===== src/rtl/hamming_mutator_pkg.sv =====
// Shared definitions for hamming_mutator: FSM encoding, LFSR polynomial and reset seed.
package hamming_mutator_pkg;

  typedef enum logic [1:0] {
    ST_IDLE = 2'd0,
    ST_RUN  = 2'd1,
    ST_DONE = 2'd2
  } state_t;

  // Right-shifting Galois form of x^16+x^14+x^13+x^11+1 (maximal length).
  localparam logic [15:0] LFSR_TAPS = 16'hB400;
  localparam logic [15:0] LFSR_SEED = 16'hACE1;

  function automatic logic [15:0] lfsr_step(input logic [15:0] v);
    return {1'b0, v[15:1]} ^ (v[0] ? LFSR_TAPS : 16'h0000);
  endfunction

endpackage


===== src/rtl/mutator_lfsr.sv =====
// 16-bit Galois LFSR that advances every cycle; optional parallel load with a zero-seed guard.
module mutator_lfsr
  import hamming_mutator_pkg::*;
(
  input  logic        Clk,
  input  logic        Reset,
  input  logic        Load,
  input  logic [15:0] Seed,
  output logic [15:0] Value
);

  logic [15:0] r_lfsr;

  // An all-zero state would lock the register, so a zero seed falls back to the reset seed.
  always_ff @(posedge Clk) begin
    if (Reset)     r_lfsr <= LFSR_SEED;
    else if (Load) r_lfsr <= (Seed == 16'h0000) ? LFSR_SEED : Seed;
    else           r_lfsr <= lfsr_step(r_lfsr);
  end

  assign Value = r_lfsr;

endmodule


===== src/rtl/hamming_mutator.sv =====
// Flips exactly Distance distinct, pseudo-randomly chosen bits of Word.
// Define HAMMING_MUTATOR_SEED_EN to add the SeedLoad/Seed ports for reseeding the LFSR.
module hamming_mutator
  import hamming_mutator_pkg::*;
#(
  parameter int Width     = 8,
  parameter int DiffWidth = $clog2(Width)
) (
  input  logic                 Clk,
  input  logic                 Reset,
  input  logic                 Start,
  input  logic [Width-1:0]     Word,
  input  logic [DiffWidth-1:0] Distance,
`ifdef HAMMING_MUTATOR_SEED_EN
  input  logic                 SeedLoad,
  input  logic [15:0]          Seed,
`endif
  output logic                 Busy,
  output logic                 Done,
  output logic [Width-1:0]     Mutant
);

  localparam int IdxW = $clog2(Width);

  state_t               r_state, w_state_nxt;
  logic [Width-1:0]     r_word;
  logic [Width-1:0]     r_mask;
  logic [DiffWidth-1:0] r_remaining;
  logic [Width-1:0]     r_mutant;

  logic [15:0]          w_lfsr;
  logic                 w_lfsr_load;
  logic [15:0]          w_lfsr_seed;
  logic [IdxW-1:0]      w_idx;
  logic [Width-1:0]     w_bit;
  logic                 w_hit;
  logic                 w_last;
  logic [Width-1:0]     w_mask_set;
  logic                 w_unused_lfsr;

`ifdef HAMMING_MUTATOR_SEED_EN
  assign w_lfsr_load = SeedLoad;
  assign w_lfsr_seed = Seed;
`else
  assign w_lfsr_load = 1'b0;
  assign w_lfsr_seed = 16'h0000;
`endif

  mutator_lfsr u_lfsr (
    .Clk   (Clk),
    .Reset (Reset),
    .Load  (w_lfsr_load),
    .Seed  (w_lfsr_seed),
    .Value (w_lfsr)
  );

  assign w_unused_lfsr = ^w_lfsr[15:IdxW];
  assign w_idx         = w_lfsr[IdxW-1:0];
  assign w_bit         = {{(Width-1){1'b0}}, 1'b1} << w_idx;
  assign w_hit         = r_mask[w_idx];
  assign w_last        = !w_hit && (r_remaining == DiffWidth'(1));
  assign w_mask_set    = r_mask | w_bit;

  always_comb begin
    w_state_nxt = r_state;
    case (r_state)
      ST_IDLE: if (Start) w_state_nxt = (Distance == '0) ? ST_DONE : ST_RUN;
      ST_RUN:  if (w_last) w_state_nxt = ST_DONE;
      ST_DONE: w_state_nxt = ST_IDLE;
      default: w_state_nxt = ST_IDLE;
    endcase
  end

  // Mutant is written only on the edge that enters DONE and otherwise holds.
  always_ff @(posedge Clk) begin
    if (Reset) begin
      r_state     <= ST_IDLE;
      r_word      <= '0;
      r_mask      <= '0;
      r_remaining <= '0;
      r_mutant    <= '0;
    end else begin
      r_state <= w_state_nxt;
      case (r_state)
        ST_IDLE: begin
          if (Start) begin
            r_word      <= Word;
            r_mask      <= '0;
            r_remaining <= Distance;
            if (Distance == '0) r_mutant <= Word;
          end
        end
        ST_RUN: begin
          if (!w_hit) begin
            r_mask      <= w_mask_set;
            r_remaining <= r_remaining - DiffWidth'(1);
            if (w_last) r_mutant <= r_word ^ w_mask_set;
          end
        end
        default: ;
      endcase
    end
  end

  assign Busy   = (r_state != ST_IDLE);
  assign Done   = (r_state == ST_DONE);
  assign Mutant = r_mutant;

endmodule


===== config.mk =====
export PLATFORM = sky130hd
export DESIGN_NAME = hamming_mutator
export DESIGN_NICKNAME = d
export VERILOG_FILES = /design/src/rtl/hamming_mutator_pkg.sv /design/src/rtl/mutator_lfsr.sv /design/src/rtl/hamming_mutator.sv
export SDC_FILE = /design/constraint.sdc
export NUM_CORES = 1
export LEC_CHECK = 0
export CAP_MARGIN = 10
export CORE_MARGIN = 2
export CORE_UTILIZATION = 45
export CTS_CLUSTER_DIAMETER = 80
export DETAILED_ROUTE_END_ITERATION = 16
export GPL_ROUTABILITY_DRIVEN = 0
export PLACE_DENSITY = 0.66
export SLEW_MARGIN = 10
export SYNTH_ARGS = -nofsm -noshare
export SYNTH_HDL_FRONTEND = slang
export SYNTH_SLANG_ARGS = --single-unit

===== constraint.sdc =====
create_clock -name Clk -period 1.5 [get_ports Clk]
set_clock_uncertainty 0.05 [all_clocks]
set_input_delay 0.45 -clock Clk [delete_from_list [all_inputs] [get_ports Clk]]
set_output_delay 0.45 -clock Clk [all_outputs]
set_load 0.02 [all_outputs]

==> impl_metrics.tcl, run 1 <==
set metrics [dict create \
    die_y_microns 71.8 \
    pre_cts_ws_ps -681 \
    synth_top_area_cell "dfxtp_1" \
    worstSetupEndpointType "register" \
    power.leakage_nw 1.25 \
    initial_core_util_pct 47.2 \
    clkTransAtPathRegs_ps 90 \
    synthDistinctLibCells 43 \
    wl_per_cell_microns 14.3 \
    powerDensity_nw_per_um2 892 \
    syn2layout_area_growth_pct 45.4 \
    clock_latency_ps 290 \
    hold_end "u_lfsr.Value[5]" \
    cts_root_buf "clkbuf_8" \
    reg2reg_from "u_lfsr.Value[1]" \
    vias 1789 \
    synthSimpleGateAreaFrac_pct 23.9 \
    rrSetupSlack_ps -200 \
    synth_area_sq_um 2070 \
    final_common_cell "buf_4" \
    synth.net_count 242 \
    route.detailed.drc 0 \
    nets 307 \
    finish.instance_area_sq_um 3010 \
    synth_compound_area_share_pct 15.9 \
    drt_wl_total_microns 4930 \
    use_met3_pct 3.80 \
    cp.arrival_ps 1880 \
    cts_hold_buf 0 \
    synth_top_family_by_area "simple AND/OR/NAND/NOR gates" \
    met2_usage_pct 35.2 \
    die_w_microns 71.8 \
    gr-max-usage-layer "met2" \
    vdd_drop_max_mv 0.692 \
    placedCellCount 329 \
    cts_buffers 5 \
    ys_seq_area_share_pct 43.6 \
    ys_ff_latch 45 \
    grt_max_degree 22 \
    portBuffers 23 \
    final_util_pct 68.6 \
    hpwlAfterDp_microns 3190 \
    ios 24 \
    yosysWarnings 0 \
    synth_flop_cell "dfxtp_1" \
    overflow 0 \
    synth_area_leaders "dfxtp_1 44%, mux2i_1 5.3%, nor2_1 4.7%" \
    yosysTopAreaCellShare_pct 43.6 \
    clkSinkCount 45 \
    ant_nets 0 \
    power_mw 2.68 \
    via_per_inst 5.20 \
    maxCapViolCount 0 \
    slew_violations 0 \
    timing.hold.ws_ps 369 \
    cp_max_fo 7 \
    syn_inst 226 \
    layout_setup_ws_ps -205 \
    layout-drive-gt1-share_pct 35.6 \
    async_flop_share_pct 0 \
    finalHoldViolCount 0 \
    yosys-mux-area-fraction_pct 5.32 \
    max_slew.worst_pin.slew_ps 274 \
    met1_usage_pct 25.6 \
    rsz0062_at_grt "true" \
    drt_pre_antenna_iters 4 \
    status "complete, but fails checks" \
    whs_path_depth 1 \
    avgSynthCellArea_sq_um 9.15 \
    cts_tree "done" \
    finalSetupViolations 22 \
    worstReg2RegEnd "r_remaining[1]" \
    grt_antenna_before_repair 0 \
    filler_cell_count 364 \
    grt.total_usage_pct 20.3 \
    worstHoldPathType "register to register" \
    failed_checks "negative setup slack" \
    slew_headroom_pct 81.6 \
    criticalPathCategory "register to register" \
    grt_pass1_vias 1836 \
    cp-start-kind "register" \
    r2r_cells 6 \
    min_period_ps 1700 \
    placed_area_sq_um 2630 \
    synth_edf_count 0 \
    core_area_sq_um 4380 \
    grt_pass1_wl_microns 8260 \
    n_antenna_cell 0 \
    worstPathRequired_ps 1670 \
    drtIter0Drc 61 \
    cts_htree_levels 2 \
    final.setup.tns_ps -1880 \
    die_area_sq_um 5150 \
    cts_max_path_buffers 2 \
    max_freq_mhz 587 \
    instances_no_fill 344 \
    final_cell_mix "43 x buf_4, 40 x dfxtp_1, 22 x nor2_1" \
    num_rows 24 \
    synth_xor_area_share_pct 4.66 \
    period_share_pct 114 \
    hold_start "u_lfsr.Value[6]" \
    synthAdderAreaFrac_pct 1.21 \
]
[synth_stat cells, types with 5 or more instances]
cell type,number
buf_2,6
a31oi_1,6
nor2b_1,9
dfxtp_1,45
nand2_1,17
nand2b_1,12
xor2_1,8
mux2i_1,11
a21oi_1,15
inv_1,5
clkbuf_1,7
nor2_1,26
or2_2,7
a211o_1,9
[where the power goes]
part	leakage (nW)	switching, mW	total [mW]	internal [mW]
logic	0.843	0.316	0.647	0.331
clock network	0.0385	0.397	0.727	0.330
registers	0.373	0.0449	1.31	1.26
[final cells by class]
type	instances	area, sq um	area share, %
Sequential cell	45	917	30.5
Timing Repair Buffer	75	657	21.8
Clock buffer	7	76.3	2.54
Clock inverter	1	7.51	0.250
Inverter	5	18.8	0.624
Tap cell	52	65.1	2.16
Multi-Input combinational cell	159	1270	42.1
[critical path, stage by stage, from the launching register on]
cell,delay [ps]
dfxtp_4,410
mux2i_2,260
a32oi_2,140
buf_4,150
and3_4,160
or3_1,330
a31oi_1,130
[what timing repair did]
action                     in CTS  in global routing
gates resized for setup        46                 28
setup endpoints to repair      39                 27
setup buffers                   7                  1
pin swaps                      19                  9
gates cloned                    1                  0
hold endpoints to repair        0                  0
[layer usage]
metal / up-vias / share of wire, %
li1: 904 / -
met3: 2 / 2.7
met5: - / 0
met4: 0 / 0.51
met1: 861 / 45
met2: 22 / 52
[kinds of logic (layout without fill, tap and decap cells)]
kind of cell / after synthesis / in the layout
muxes: 11 / 11
and+or+nand+nor: 90 / 90
buffers and inverters: 22 / 88
xor gates and xnor gates: 11 / 11
adders and majority gates: 2 / 2
AOI/OAI and AO/OA: 45 / 45
DFF: 45 / 45
[flip-flops by register name, indices dropped and copies added, names as in the netlist]
signal	count
u_lfsr.Value	16
Mutant	8
r_mask	8
r_word	8
r_remaining	3
r_state	2
[worst max-delay path by stage]
| stage | start | end | slack, ps |
|---|---|---|---|
| final | u_lfsr.Value[1] | r_remaining[1] | -200 |
| after CTS | u_lfsr.Value[2] | r_remaining[1] | -220 |
| after global routing | u_lfsr.Value[1] | r_remaining[1] | -270 |
| after detailed placement | Start | Mutant[3] | -680 |
| after floorplan | u_lfsr.Value[1] | r_remaining[1] | -20 |
| after global placement | Start | Mutant[6] | -630 |
Power figures use the tool's default switching activity.
==> run 2: changes to the inputs <==
--- a/config.mk
+++ b/config.mk
@@ -7,11 +7,11 @@
 export LEC_CHECK = 0
 export CAP_MARGIN = 10
 export CORE_MARGIN = 2
-export CORE_UTILIZATION = 45
+export CORE_UTILIZATION = 40
 export CTS_CLUSTER_DIAMETER = 80
 export DETAILED_ROUTE_END_ITERATION = 16
 export GPL_ROUTABILITY_DRIVEN = 0
-export PLACE_DENSITY = 0.66
+export PLACE_DENSITY = 0.6
 export SLEW_MARGIN = 10
 export SYNTH_ARGS = -nofsm -noshare
 export SYNTH_HDL_FRONTEND = slang
==> run 2 against run 1 <==
  * The flow still finishes with violations (negative setup slack)
  * Highest routed layer unchanged
  * Sequential power about the same
  * Critical path depth grew 1
  * Global-route usage fell by 3.9 points
==> impl_metrics.tcl, run 2 (synthesized netlist as in run 1, its figures left out) <==
set metrics [dict create \
    ant_nets 0 \
    use_met3_pct 4.88 \
    finish.instance_area_sq_um 2910 \
    clkTransAtPathRegs_ps 90 \
    met2_usage_pct 25.9 \
    whs_path_depth 1 \
    slew_violations 0 \
    syn2layout_area_growth_pct 40.5 \
    period_share_pct 115 \
    cts_tree "done" \
    powerDensity_nw_per_um2 937 \
    cp-start-kind "register" \
    status "complete, but fails checks" \
    final_util_pct 57.6 \
    die_w_microns 75.9 \
    criticalPathCategory "register to register" \
    grt_antenna_before_repair 0 \
    overflow 0 \
    final_cell_mix "42 x buf_4, 40 x dfxtp_1, 25 x nor2_1" \
    crit_slowest_cell "dfxtp_4" \
    core_area_sq_um 5040 \
    drt_wl_total_microns 4510 \
    cts_root_buf "clkbuf_8" \
    r2r_cells 7 \
    layout_setup_ws_ps -230 \
    nets 304 \
    die_y_microns 75.9 \
    rrSetupSlack_ps -230 \
    met1_usage_pct 21.9 \
    slew_headroom_pct 75.9 \
    hold_start "u_lfsr.Value[7]" \
    largest_register_ffs 16 \
    initial_core_util_pct 41.0 \
    grt_max_degree 31 \
    failed_checks "negative setup slack" \
    reg2reg_from "u_lfsr.Value[1]" \
    worstSetupEndpointType "register" \
    cts_buffers 5 \
    via_per_inst 4.80 \
    cts_htree_levels 2 \
    route.detailed.drc 0 \
    cp.arrival_ps 1910 \
    vdd_drop_max_mv 0.714 \
    critPathMaxStageDelay_ps 380 \
    num_rows 26 \
    rsz0062_at_grt "true" \
    ios 24 \
    grt.total_usage_pct 16.4 \
    worstReg2RegEnd "r_remaining[1]" \
    crit_top_cell "buf_4" \
    drtIter0Drc 48 \
    grt_pass1_vias 1555 \
    vias 1722 \
    die_area_sq_um 5760 \
    cp_max_fo 8 \
    placed_area_sq_um 2660 \
    worstHoldPathType "register to register" \
    min_period_ps 1730 \
    hpwlAfterDp_microns 3050 \
    maxCapViolCount 0 \
    worstPathRequired_ps 1680 \
    gr-max-usage-layer "met2" \
    layout-drive-gt1-share_pct 30.8 \
    grt_pass1_wl_microns 7610 \
    portBuffers 23 \
    final_common_cell "buf_4" \
    finalHoldViolCount 0 \
    cts_max_path_buffers 2 \
    finalSetupViolations 21 \
    n_antenna_cell 0 \
    drt_pre_antenna_iters 4 \
    max_freq_mhz 578 \
    cts_hold_buf 0 \
    clkSinkCount 45 \
    wl_per_cell_microns 12.6 \
    power.leakage_nw 1.21 \
    clock_latency_ps 300 \
    hold_end "u_lfsr.Value[6]" \
    path_cells "buf_4 -> nor4_4 -> a21oi_2 -> buf_4 -> and3_1 -> or3_1 -> a31oi_1" \
    max_slew.worst_pin.slew_ps 358 \
]
-- run 2: cell count changes in the layout (fill, tap and decap cells not counted), moves of 3 or more --
| cell | before | now |
|---|---|---|
| nor2_1 | 22 | 25 |
| dlygate4sd2_1 | 5 | 1 |
| a31oi_4 | 3 | 0 |
| a31oi_1 | 3 | 6 |
| clkdlybuf4s15_1 | 4 | 7 |
-- run 2: repair_timing --
item                       4_1_cts  5_1_grt
buffers inserted                 4        0
resized for setup               37       14
gates cloned                     1        0
setup endpoints to repair       37       30
pin swaps                        4        3
-- run 2: power by group --
part	switching, mW	total [mW]	internal (mW)
Clock	0.432	0.811	0.379
Combinational	0.287	0.602	0.315
Sequential	0.0425	1.31	1.27
-- run 2: stage by stage --
stage / cells / setup TNS [ps] / setup slack (ps) / total power [mW] / hold WS, ps
6_report: 359 / -2360 / -230 / 2.72 / 364
4_1_cts: 359 / -2970 / -231 / 2.73 / 367
2_1_floorplan: 226 / -168 / -23.1 / 1.66 / 339
3_3_place_gp: 346 / -13520 / -636 / 1.88 / 343
5_1_grt: 359 / -4630 / -367 / 2.87 / 380
3_5_place_dp: 346 / -14090 / -688 / 1.88 / 346
-- run 2: metal layers --
metal	wire length, microns	up-vias
met4	53	0
met2	2130	22
met5	0	-
met3	150	5
met1	2180	795
li1	-	900
-- run 2: worst max-delay path: cells and delay by family (launching register included) --
kind / cells / cell delay [ps]
AO/OA/AOI/OAI: 2 / 200
buffers and inverters: 2 / 290
flip-flops: 1 / 380
AND/OR/NAND/NOR: 3 / 730
-- run 2: worst max path at each step --
stage                    startpoint             end  slack [ps]  cells after the start
floorplan           u_lfsr.Value[1]  r_remaining[1]         -20                      6
global placement              Start       Mutant[1]        -640                      6
detailed placement            Start       Mutant[3]        -690                      6
CTS                 u_lfsr.Value[1]  r_remaining[1]        -230                      7
global route        u_lfsr.Value[1]  r_remaining[1]        -370                      7
finish              u_lfsr.Value[1]  r_remaining[1]        -230                      7
-- run 2: cell type report --
cell class | instances | area (sq um)
inverter | 5 | 18.8
multi-input combinational | 159 | 1160
sequential | 45 | 912
clock buffer | 6 | 82.6
tap | 70 | 87.6
fill | 468 | 2140
clock inverter | 2 | 16.3
timing repair buffer | 72 | 632
==> run 3: changes to the inputs <==
--- a/config.mk
+++ b/config.mk
@@ -12,6 +12,7 @@
 export DETAILED_ROUTE_END_ITERATION = 16
 export GPL_ROUTABILITY_DRIVEN = 0
 export PLACE_DENSITY = 0.6
+export REMOVE_ABC_BUFFERS = 1
 export SLEW_MARGIN = 10
 export SYNTH_ARGS = -nofsm -noshare
 export SYNTH_HDL_FRONTEND = slang
==> run 3 against run 2 <==
  * The run still ends with negative setup slack left
  * Flip-flop and latch count is the same
  * Die area is the same
  * Setup slack lost 49 ps
  * Via count grew 2.7%
  * Sequential power is essentially flat
  * Maximum frequency shrank 2.8%
  * Hold slack lost 5.7 ps
  * Final area grew 2.7%
  * Cell count grew 1.4%
  * Power shrank 0.11%
==> impl_metrics.tcl, run 3 (synthesized netlist as in run 1, its figures left out) <==
set metrics [dict create \
    r2r_cells 7 \
    period_share_pct 119 \
    cts_tree "done" \
    combPwrFrac_pct 23.5 \
    ant_nets 0 \
    nets 310 \
    crit_slowest_cell "dfxtp_4" \
    cts_hold_buf 0 \
    cts_root_buf "clkbuf_8" \
    p_seq_share_pct 48.2 \
    cp_max_fo 5 \
    final_cell_mix "48 x buf_4, 40 x dfxtp_1, 25 x nor2_1" \
    layout_setup_ws_ps -279 \
    final_common_cell "buf_4" \
    clock_latency_ps 300 \
    finalSetupViolations 22 \
    crit_buf_inv 2 \
    internal_power_mw 1.96 \
    worstPathRequired_ps 1680 \
    core_area_sq_um 5040 \
    grt.total_usage_pct 18.1 \
    max_slew.worst_pin.slew_ps 315 \
    path_cells "buf_4 -> mux2i_2 -> a21oi_2 -> buf_4 -> and3_4 -> or3_1 -> a31oi_1" \
    initial_core_util_pct 41.0 \
    die_y_microns 75.9 \
    layout-drive-gt1-share_pct 34.7 \
    clkSinkCount 45 \
    rsz0062_at_grt "true" \
    grt_pass1_vias 1797 \
    num_rows 26 \
    cp.arrival_ps 1960 \
    maxCapViolCount 0 \
    clkPwrFrac_pct 28.3 \
    largest_register_ffs 16 \
    power.leakage_nw 1.25 \
    rrSetupSlack_ps -280 \
    failed_checks "negative setup slack" \
    powerDensity_nw_per_um2 911 \
    whs_path_depth 1 \
    cts_buffers 5 \
    drt_pre_antenna_iters 4 \
    finalHoldViolCount 0 \
    swShare_pct 28.0 \
    slew_violations 0 \
    grt_max_degree 26 \
    hpwlAfterDp_microns 3190 \
    syn2layout_area_growth_pct 44.2 \
    slew_headroom_pct 79.0 \
    critPathMaxStageDelay_ps 390 \
    route.detailed.drc 0 \
    overflow 0 \
    critPathTopFamily "simple AND/OR/NAND/NOR gates" \
    worstReg2RegEnd "r_remaining[1]" \
    grt_antenna_before_repair 0 \
    hold_start "u_lfsr.Value[7]" \
    cp-start-kind "register" \
    portBuffers 23 \
    via_per_inst 4.86 \
    n_antenna_cell 0 \
    min_period_ps 1780 \
    crit_top_cell "buf_4" \
    wl_per_cell_microns 13.9 \
    cts_htree_levels 2 \
    power_mw 2.72 \
    hold_end "u_lfsr.Value[6]" \
    drtIter0Drc 59 \
    worstHoldPathType "register to register" \
    max_freq_mhz 562 \
    clkTransAtPathRegs_ps 80 \
    worstSetupEndpointType "register" \
    drt_wl_total_microns 5070 \
    status "complete, but fails checks" \
    grt_pass1_wl_microns 8450 \
    vdd_drop_max_mv 0.627 \
    cts_max_path_buffers 2 \
    die_area_sq_um 5760 \
    reg2reg_from "u_lfsr.Value[1]" \
    criticalPathCategory "register to register" \
    power.switching_mw 0.761 \
    vias 1768 \
    pre_cts_ws_ps -739 \
    die_w_microns 75.9 \
    ios 24 \
]
==> run 3: cell types whose count changed in the layout (fill, tap and decap cells not counted), sizes merged <==
| cell | previous run | this run |
|---|---|---|
| clkdlybuf4s15 | 7 | 5 |
| inv | 6 | 5 |
| buf | 51 | 57 |
| dlygate4sd2 | 1 | 3 |
==> run 3: what timing repair did <==
| action | CTS | global route |
|---|---|---|
| setup endpoints to repair | 34 | 28 |
| gates cloned | 1 | 0 |
| endpoints found under the hold margin | 0 | 0 |
| resized for setup | 45 | 19 |
| setup buffers | 8 | 3 |
| pin swaps | 12 | 6 |
==> run 3: worst max path at each step <==
| stage | to | cells after the start | start |
|---|---|---|---|
| global route | r_remaining[1] | 7 | u_lfsr.Value[1] |
| floorplan | Mutant[0] | 3 | r_state[0] |
| global placement | Mutant[7] | 6 | Start |
| detailed placement | Mutant[2] | 6 | Start |
| finish | r_remaining[1] | 7 | u_lfsr.Value[1] |
| CTS | r_remaining[1] | 7 | u_lfsr.Value[1] |
==> run 3: power by group through the flow <==
stage                     Clock [mW]  Sequential (mW)  Combinational (mW)
after floorplan                    0             1.35               0.264
after global placement             0             1.33               0.531
after detailed placement           0             1.34               0.537
after CTS                      0.790             1.31               0.603
after global routing           0.837             1.32               0.696
final                          0.770             1.31               0.638
==> run 3: cell type report <==
type / count / area, sq um
Timing Repair Buffer: 78 / 666
Sequential cell: 45 / 912
Fill cell: 453 / 2060
Inverter: 5 / 18.8
Multi-Input combinational cell: 159 / 1210
Tap cell: 70 / 87.6
Clock buffer: 6 / 82.6
Clock inverter: 1 / 7.51
==> run 3: through the flow <==
stage	setup TNS (ps)	utilization, %	area (sq um)	hold WS, ps	instances
floorplan	-9850	-	1970	339	209
global placement	-13830	52.1	2630	342	346
detailed placement	-14750	52.1	2630	344	346
CTS	-2370	57.2	2890	361	362
global route	-4590	59.2	2980	367	364
finish	-3170	59.2	2980	358	364
==> run 3: worst reg2reg max path, delay by kind of cell (launching register included) <==
| family | cells | cell delay, ps |
|---|---|---|
| AOI/OAI and AO/OA | 2 | 250 |
| DFF | 1 | 390 |
| and+or+nand+nor | 2 | 530 |
| muxes | 1 | 230 |
| buffers and inverters | 2 | 270 |
==> run 3: layer usage <==
layer | global-route usage, % | part of all wire (%) | vias up | wire [microns]
met5 | 0 | 0 | - | 0
met2 | 30.4 | 49 | 33 | 2500
met1 | 23.1 | 46 | 821 | 2320
met3 | 3.57 | 3.7 | 5 | 188
met4 | 7.09 | 1.2 | 0 | 60
li1 | - | - | 909 | -
